===== src/rtl/mc_pkg.sv =====
// Shared encodings for the multi-cycle core: memory-port FSM, access kinds
// and the main controller's state codes.
package mc_pkg;

    localparam int CNT_W       = 8;
    localparam int TIMEOUT_DEF = 64;

    typedef enum logic [1:0] {
        IDLE = 2'd0,
        REQ  = 2'd1,
        DONE = 2'd2
    } mp_state_t;

    typedef enum logic [1:0] {
        ACC_FETCH = 2'd0,
        ACC_LOAD  = 2'd1,
        ACC_STORE = 2'd2
    } acc_kind_t;

    typedef enum logic [3:0] {
        S_FETCH    = 4'd0,
        S_DECODE   = 4'd1,
        S_MEMADR   = 4'd2,
        S_MEMREAD  = 4'd3,
        S_MEMWB    = 4'd4,
        S_MEMWRITE = 4'd5,
        S_EXECUTER = 4'd6,
        S_EXECUTEI = 4'd7,
        S_ALUWB    = 4'd8,
        S_BEQ      = 4'd9,
        S_JAL      = 4'd10
    } ctrl_state_t;

    function automatic logic [31:0] word_align(input logic [31:0] a);
        return {a[31:2], 2'b00};
    endfunction

endpackage


===== src/rtl/mem_timeout_cnt.sv =====
// Counts REQ cycles; tc_o flags the cycle that is the TIMEOUT-th REQ cycle.
module mem_timeout_cnt
    import mc_pkg::*;
#(
    parameter int TIMEOUT = TIMEOUT_DEF
) (
    input  logic clk,
    input  logic rst,
    input  logic clr_i,
    input  logic en_i,
    output logic tc_o
);

    logic [CNT_W-1:0] cnt_q, cnt_d;

    always_comb begin
        cnt_d = cnt_q;
        if (clr_i)     cnt_d = '0;
        else if (en_i) cnt_d = cnt_q + 1'b1;
    end

    always_ff @(posedge clk or posedge rst) begin
        if (rst) cnt_q <= '0;
        else     cnt_q <= cnt_d;
    end

    // cnt_q holds the number of REQ cycles already completed.
    assign tc_o = (cnt_q == CNT_W'(TIMEOUT - 1));

endmodule


===== src/rtl/mem_port_ctrl.sv =====
// Unified I/D memory adapter: turns controller strobes into one req/ack
// transaction and stalls the core until it completes or times out.
module mem_port_ctrl
    import mc_pkg::*;
#(
    parameter int TIMEOUT = TIMEOUT_DEF
) (
    input  logic        clk,
    input  logic        rst,
    input  logic [31:0] pc,
    input  logic [31:0] result,
    input  logic [31:0] wd,
    input  logic        ir_write,
    input  logic        adr_src,
    input  logic        mem_write,
    output logic        stall,
    output logic [31:0] instr,
    output logic [31:0] old_pc,
    output logic [31:0] mdr,
    output logic        misalign,
    output logic        bus_err,
    output logic        m_req,
    output logic        m_we,
    output logic [31:0] m_addr,
    output logic [31:0] m_wdata,
    input  logic [31:0] m_rdata,
    input  logic        m_ack
);

    mp_state_t   state_q, state_d;
    acc_kind_t   kind_q, kind_d;
    logic [31:0] instr_q, instr_d, old_pc_q, old_pc_d, mdr_q, mdr_d;
    logic [31:0] m_addr_q, m_addr_d, m_wdata_q, m_wdata_d;
    logic        misalign_q, misalign_d, bus_err_q, bus_err_d;
    logic        m_req_q, m_req_d, m_we_q, m_we_d;
    logic        fetch, load, store, access, tc;
    logic [31:0] addr_sel;

    assign fetch    = ir_write;
    assign load     = adr_src & ~mem_write & ~ir_write;
    assign store    = mem_write;
    assign access   = fetch | load | store;
    assign addr_sel = fetch ? pc : result;

    mem_timeout_cnt #(.TIMEOUT(TIMEOUT)) u_cnt (
        .clk   (clk),
        .rst   (rst),
        .clr_i (state_q != REQ),
        .en_i  (state_q == REQ),
        .tc_o  (tc)
    );

    always_comb begin
        state_d    = state_q;
        kind_d     = kind_q;
        instr_d    = instr_q;
        old_pc_d   = old_pc_q;
        mdr_d      = mdr_q;
        misalign_d = misalign_q;
        bus_err_d  = bus_err_q;
        m_req_d    = m_req_q;
        m_we_d     = m_we_q;
        m_addr_d   = m_addr_q;
        m_wdata_d  = m_wdata_q;
        case (state_q)
            IDLE: begin
                if (access) begin
                    // Fetch wins if the controller ever raises more than one strobe.
                    kind_d    = fetch ? ACC_FETCH : (store ? ACC_STORE : ACC_LOAD);
                    m_req_d   = 1'b1;
                    m_we_d    = store & ~fetch;
                    m_addr_d  = word_align(addr_sel);
                    m_wdata_d = wd;
                    if (addr_sel[1:0] != 2'b00) misalign_d = 1'b1;
                    state_d   = REQ;
                end
            end
            REQ: begin
                if (m_ack) begin
                    if (kind_q == ACC_FETCH) begin
                        instr_d  = m_rdata;
                        old_pc_d = m_addr_q;
                    end else if (kind_q == ACC_LOAD) begin
                        mdr_d = m_rdata;
                    end
                    m_req_d = 1'b0;
                    m_we_d  = 1'b0;
                    state_d = DONE;
                end else if (tc) begin
                    if (kind_q == ACC_FETCH)     instr_d = '0;
                    else if (kind_q == ACC_LOAD) mdr_d   = '0;
                    bus_err_d = 1'b1;
                    m_req_d   = 1'b0;
                    m_we_d    = 1'b0;
                    state_d   = DONE;
                end
            end
            DONE:    state_d = IDLE;
            default: state_d = IDLE;
        endcase
    end

    always_ff @(posedge clk or posedge rst) begin
        if (rst) begin
            state_q    <= IDLE;
            kind_q     <= ACC_FETCH;
            instr_q    <= '0;
            old_pc_q   <= '0;
            mdr_q      <= '0;
            misalign_q <= 1'b0;
            bus_err_q  <= 1'b0;
            m_req_q    <= 1'b0;
            m_we_q     <= 1'b0;
            m_addr_q   <= '0;
            m_wdata_q  <= '0;
        end else begin
            state_q    <= state_d;
            kind_q     <= kind_d;
            instr_q    <= instr_d;
            old_pc_q   <= old_pc_d;
            mdr_q      <= mdr_d;
            misalign_q <= misalign_d;
            bus_err_q  <= bus_err_d;
            m_req_q    <= m_req_d;
            m_we_q     <= m_we_d;
            m_addr_q   <= m_addr_d;
            m_wdata_q  <= m_wdata_d;
        end
    end

    assign stall    = ((state_q == IDLE) & access) | (state_q == REQ);
    assign instr    = instr_q;
    assign old_pc   = old_pc_q;
    assign mdr      = mdr_q;
    assign misalign = misalign_q;
    assign bus_err  = bus_err_q;
    assign m_req    = m_req_q;
    assign m_we     = m_we_q;
    assign m_addr   = m_addr_q;
    assign m_wdata  = m_wdata_q;

endmodule


===== config.mk =====
export PLATFORM = sky130hd
export DESIGN_NAME = mem_port_ctrl
export DESIGN_NICKNAME = d
export VERILOG_FILES = /design/src/rtl/mc_pkg.sv /design/src/rtl/mem_timeout_cnt.sv /design/src/rtl/mem_port_ctrl.sv
export SDC_FILE = /design/constraint.sdc
export NUM_CORES = 1
export LEC_CHECK = 0
export BUFFER_PORTS_ARGS = -buffer_cell sky130_fd_sc_hd__buf_2
export CORE_MARGIN = 3
export CORE_UTILIZATION = 40
export DETAILED_ROUTE_END_ITERATION = 7
export GPL_TIMING_DRIVEN = 1
export PLACE_DENSITY_LB_ADDON = 0.2
export REMOVE_ABC_BUFFERS = 1
export SETUP_SLACK_MARGIN = 0.5
export SYNTH_ARGS = -nofsm -noshare
export SYNTH_HDL_FRONTEND = slang
export SYNTH_SLANG_ARGS = --single-unit

===== constraint.sdc =====
create_clock -name clk -period 5.74 [get_ports clk]
set_input_delay 0.287 -clock clk [delete_from_list [all_inputs] [get_ports clk]]
set_output_delay 0.287 -clock clk [all_outputs]
set_load 0.005 [all_outputs]

==> metrics.md <==
| Metric | Value |
|---|---|
| Wirelength, routed | 20.7 mm |
| Max Fanout on Critical Path | 33 |
| PortBufs | 294 |
| Syn Inst Count | 702 |
| Post_cts resized | 0 |
| Area Growth Syn to Fin | 28.0% |
| Synth async-reset ratio | 100% |
| Synth unique cells | 39 |
| Total of max-cap violations | 0 |
| Synthesized area | 8010 µm² |
| Chip Width | 148 µm |
| Final Cycle Share | 40.7% |
| Die height | 148 µm |
| Post-synth EDFFs | 0 |
| # hold bufs at CTS | 0 |
| GRT busiest layer | met2 |
| Slowest-stage cell, CP | buf_4 |
| First DRT Iteration DRCs | 244 |
| Final hold vios | 0 |
| # clock sinks | 172 |
| Max-slew violation count | 0 |
| Worst R2R Path Depth | 5 |
| Core Area | 19600 µm² |
| RSZ-0062 raised after global routing | no |
| Diodes inserted | 0 |
| Peak VDD IR | 212 µV |
| Area contributors post-synth | dfrtp_1, mux2i_1, mux2_1, mux2_4, o311ai_1 |
| Yosys warning total | 0 |
| Final ANT Viol Nets | 0 |
| Clock latency at the later pin of the worst-skew pair | 430 ps |
| Synth top area share | 53.7% |
| Largest net degree at the start of global routing | 106 |
| Worst Hold End | m_wdata[27]$_DFFE_PP0P_ |
| Synth cell count leaders | dfrtp_1, nand2_1, mux2i_1 |
| Worst setup path class | flop to flop |
| M1 GR Usage | 26.9% |
| Crit path buf inv count | 2 |
| Global-route track usage on met3 | 5.76% |
| Final setup violation count | 0 |
| Cell taking the most area after synthesis | dfrtp_1 |
| GR Overflow Total | 0 |
| Highest Clock Rate | 428 MHz |
| Vias in the first global route | 6153 |
| Worst Tran Pin Value | 954 ps |
| Dpl ws | 3090 ps |
| Reg clk slew, reported paths | 70 ps |
| Skew final | 10.9 ps |
| RR Endpoint | old_pc[18]$_DFFE_PP0P_ |
| Min Hold Slack | 70.5 ps |
| Top Ports | 299 |
| Layout Nets | 1107 |
| Flops & latches, synth | 172 |
| P per Cell Area | 524 nW/µm² |
| CP endpoint kind | flop |
| Post-CTS setup repair buffer count | 0 |
| HP Start | wd[27] |
| DRT Pass-1 Iters | 4 |
| Initial antenna violation count | 0 |
| Worst hold path cell count | 2 |
| Largest stage delay, worst path | 570 ps |
| Share of cells above drive strength 1 | 40.5% |
| R2r setup slk | 3400 ps |
| Seq/Total Area, Yosys | 53.7% |
| Outcome | completed |
| Hold WC Path Type | primary input to flop |
| Max_slew headroom | 36.4% |
| Fill cells | 1784 |
| Gr usage total | 19.3% |
| CP cell instances | nor4b_2, buf_4, nand2_1, buf_4, mux2_1 |
| Remaining DRCs | 0 |
| Crit path DAT | 2640 ps |
| Gpl congestion | 0.720 |
| Leakage power | 4.90 nW |
| Final worst setup slack | 3400 ps |
| WL per Instance | 16.6 µm |
| Num CTS Buffers | 17 |
| Hpwl dp | 13.9 mm |
| Avg Inst Size Synth | 11.4 µm² |
| Met2 Usage GRT | 29.7% |
| Cell Rows | 51 |
| Max Root-Sink Buffers | 2 |
| Initial core utilization | 40.9% |
| CTS tree | built |
| CTS root buffer | clkbuf_16 |
| Crit-path leading delay family | buffers and inverters |
| Most frequent cell after synthesis | dfrtp_1 |
| Reg2reg start | state_q[1]$_DFFE_PP0P_ |
| Startpoint Class | flop |
| H-tree depth | 4 |
| Die area | 21800 µm² |
| Required time worst endpoint | 6050 ps |
| DR vias/cell | 4.89 |
| Crit-path most repeated cell | buf_4 |
| First-pass GRT wire length | 33.7 mm |
| Vias | 6110 |
| Final min period | 2340 ps |
| Top_reg_cell synth | dfrtp_1 |
## stage by stage
stage	area, µm²	TNS, ps	cells	power, mW	utilization [%]
2_1_floorplan	7720	-94080	648	3.30	-
3_3_place_gp	9640	0	1218	4.18	49.2
3_5_place_dp	9640	0	1218	4.22	49.2
4_1_cts	10300	0	1250	5.45	52.3
5_1_grt	10300	0	1250	5.79	52.3
6_report	10300	0	1250	5.38	52.3
## sequential cells by signal, summed over array words and instances, names as in the netlist
| signal | flops |
|---|---|
| m_wdata | 32 |
| mdr | 32 |
| misalign | 1 |
| bus_err | 1 |
| kind_q | 2 |
| m_addr | 30 |
| state_q | 2 |
| u_cnt.cnt_q | 8 |
| m_we | 1 |
| old_pc | 30 |
| instr | 32 |
| m_req | 1 |
## cell usage in the layout (no fill, tap or decap), types with 2 or more instances in the layout
cell type,Yosys,routed
inv_8,0,3
xnor2_1,2,2
inv_1,35,34
o21ai_1,34,34
nor2b_1,2,2
mux2_4,25,25
and2_1,33,33
nand2_1,68,68
nor2_1,11,9
nand2b_1,34,34
inv_6,0,8
clkbuf_16,0,17
conb_1,1,4
a21o_1,2,2
nand3_1,3,3
mux2_1,37,37
nand4bb_1,2,2
a21oi_2,30,30
buf_2,9,294
dfrtp_1,172,172
o21ai_0,4,4
o311ai_1,33,33
mux2i_1,62,62
bufinv_16,0,2
a21oi_1,37,37
or3_1,4,4
o21a_1,2,2
buf_4,4,11
## cell type report
| cell class | count | area (µm²) | share of cell area [%] |
|---|---|---|---|
| clock buffers | 18 | 439 | 4.28 |
| well taps | 265 | 332 | 3.23 |
| repair buffers | 305 | 1550 | 15.2 |
| clock inverters | 14 | 171 | 1.67 |
| flip-flops and latches | 172 | 4300 | 42.0 |
| inverters | 36 | 140 | 1.37 |
| multi-input cells | 440 | 3310 | 32.3 |
## worst register-to-register path, cell delays in order, from the launching register on
cell	delay (ps)
dfrtp_1	530
nor4b_2	330
buf_4	570
nand2_1	120
buf_4	290
mux2_1	380
## power by group
part	internal (mW)	switching [mW]	leakage [nW]
sequential	1.76	0.398	1.86
clock	0.673	0.535	0.299
combinational	1.03	0.976	2.75
total	3.47	1.91	4.90
## worst max-delay path by stage
stage	from	endpoint	slack, ps	depth (start not counted)
floorplan	state_q[1]$_DFFE_PP0P_	old_pc[10]$_DFFE_PP0P_	-2750	3
global placement	ir_write	m_wdata[8]$_DFFE_PP0P_	3100	6
detailed placement	ir_write	m_wdata[8]$_DFFE_PP0P_	3090	6
CTS	state_q[1]$_DFFE_PP0P_	old_pc[18]$_DFFE_PP0P_	3380	5
global route	state_q[1]$_DFFE_PP0P_	old_pc[18]$_DFFE_PP0P_	3270	5
finish	state_q[1]$_DFFE_PP0P_	old_pc[18]$_DFFE_PP0P_	3400	5
## logic make-up (layout without fill, tap and decap cells)
logic type / after synthesis / count (layout) / share of synthesized area, %
DFF: 172 / 172 / 53.7
and+or+nand+nor: 163 / 163 / 10.4
AOI/OAI and AO/OA: 145 / 145 / 12.2
muxes: 124 / 124 / 17.6
buffers and inverters: 93 / 373 / 5.43
xor gates and xnor gates: 3 / 3 / 0.328
adders and majority gates: 1 / 1 / 0.156
other: 1 / 4 / 0.0468
## per-layer routing
metal,routed length (µm),part of all wire [%],up-vias
li1,-,-,2951
met1,9320,45,2914
met3,1570,7.6,15
met4,205,0.99,0
met2,9610,46,230
met5,0,0,-
Note: power is estimated with default switching activity, not from simulation.
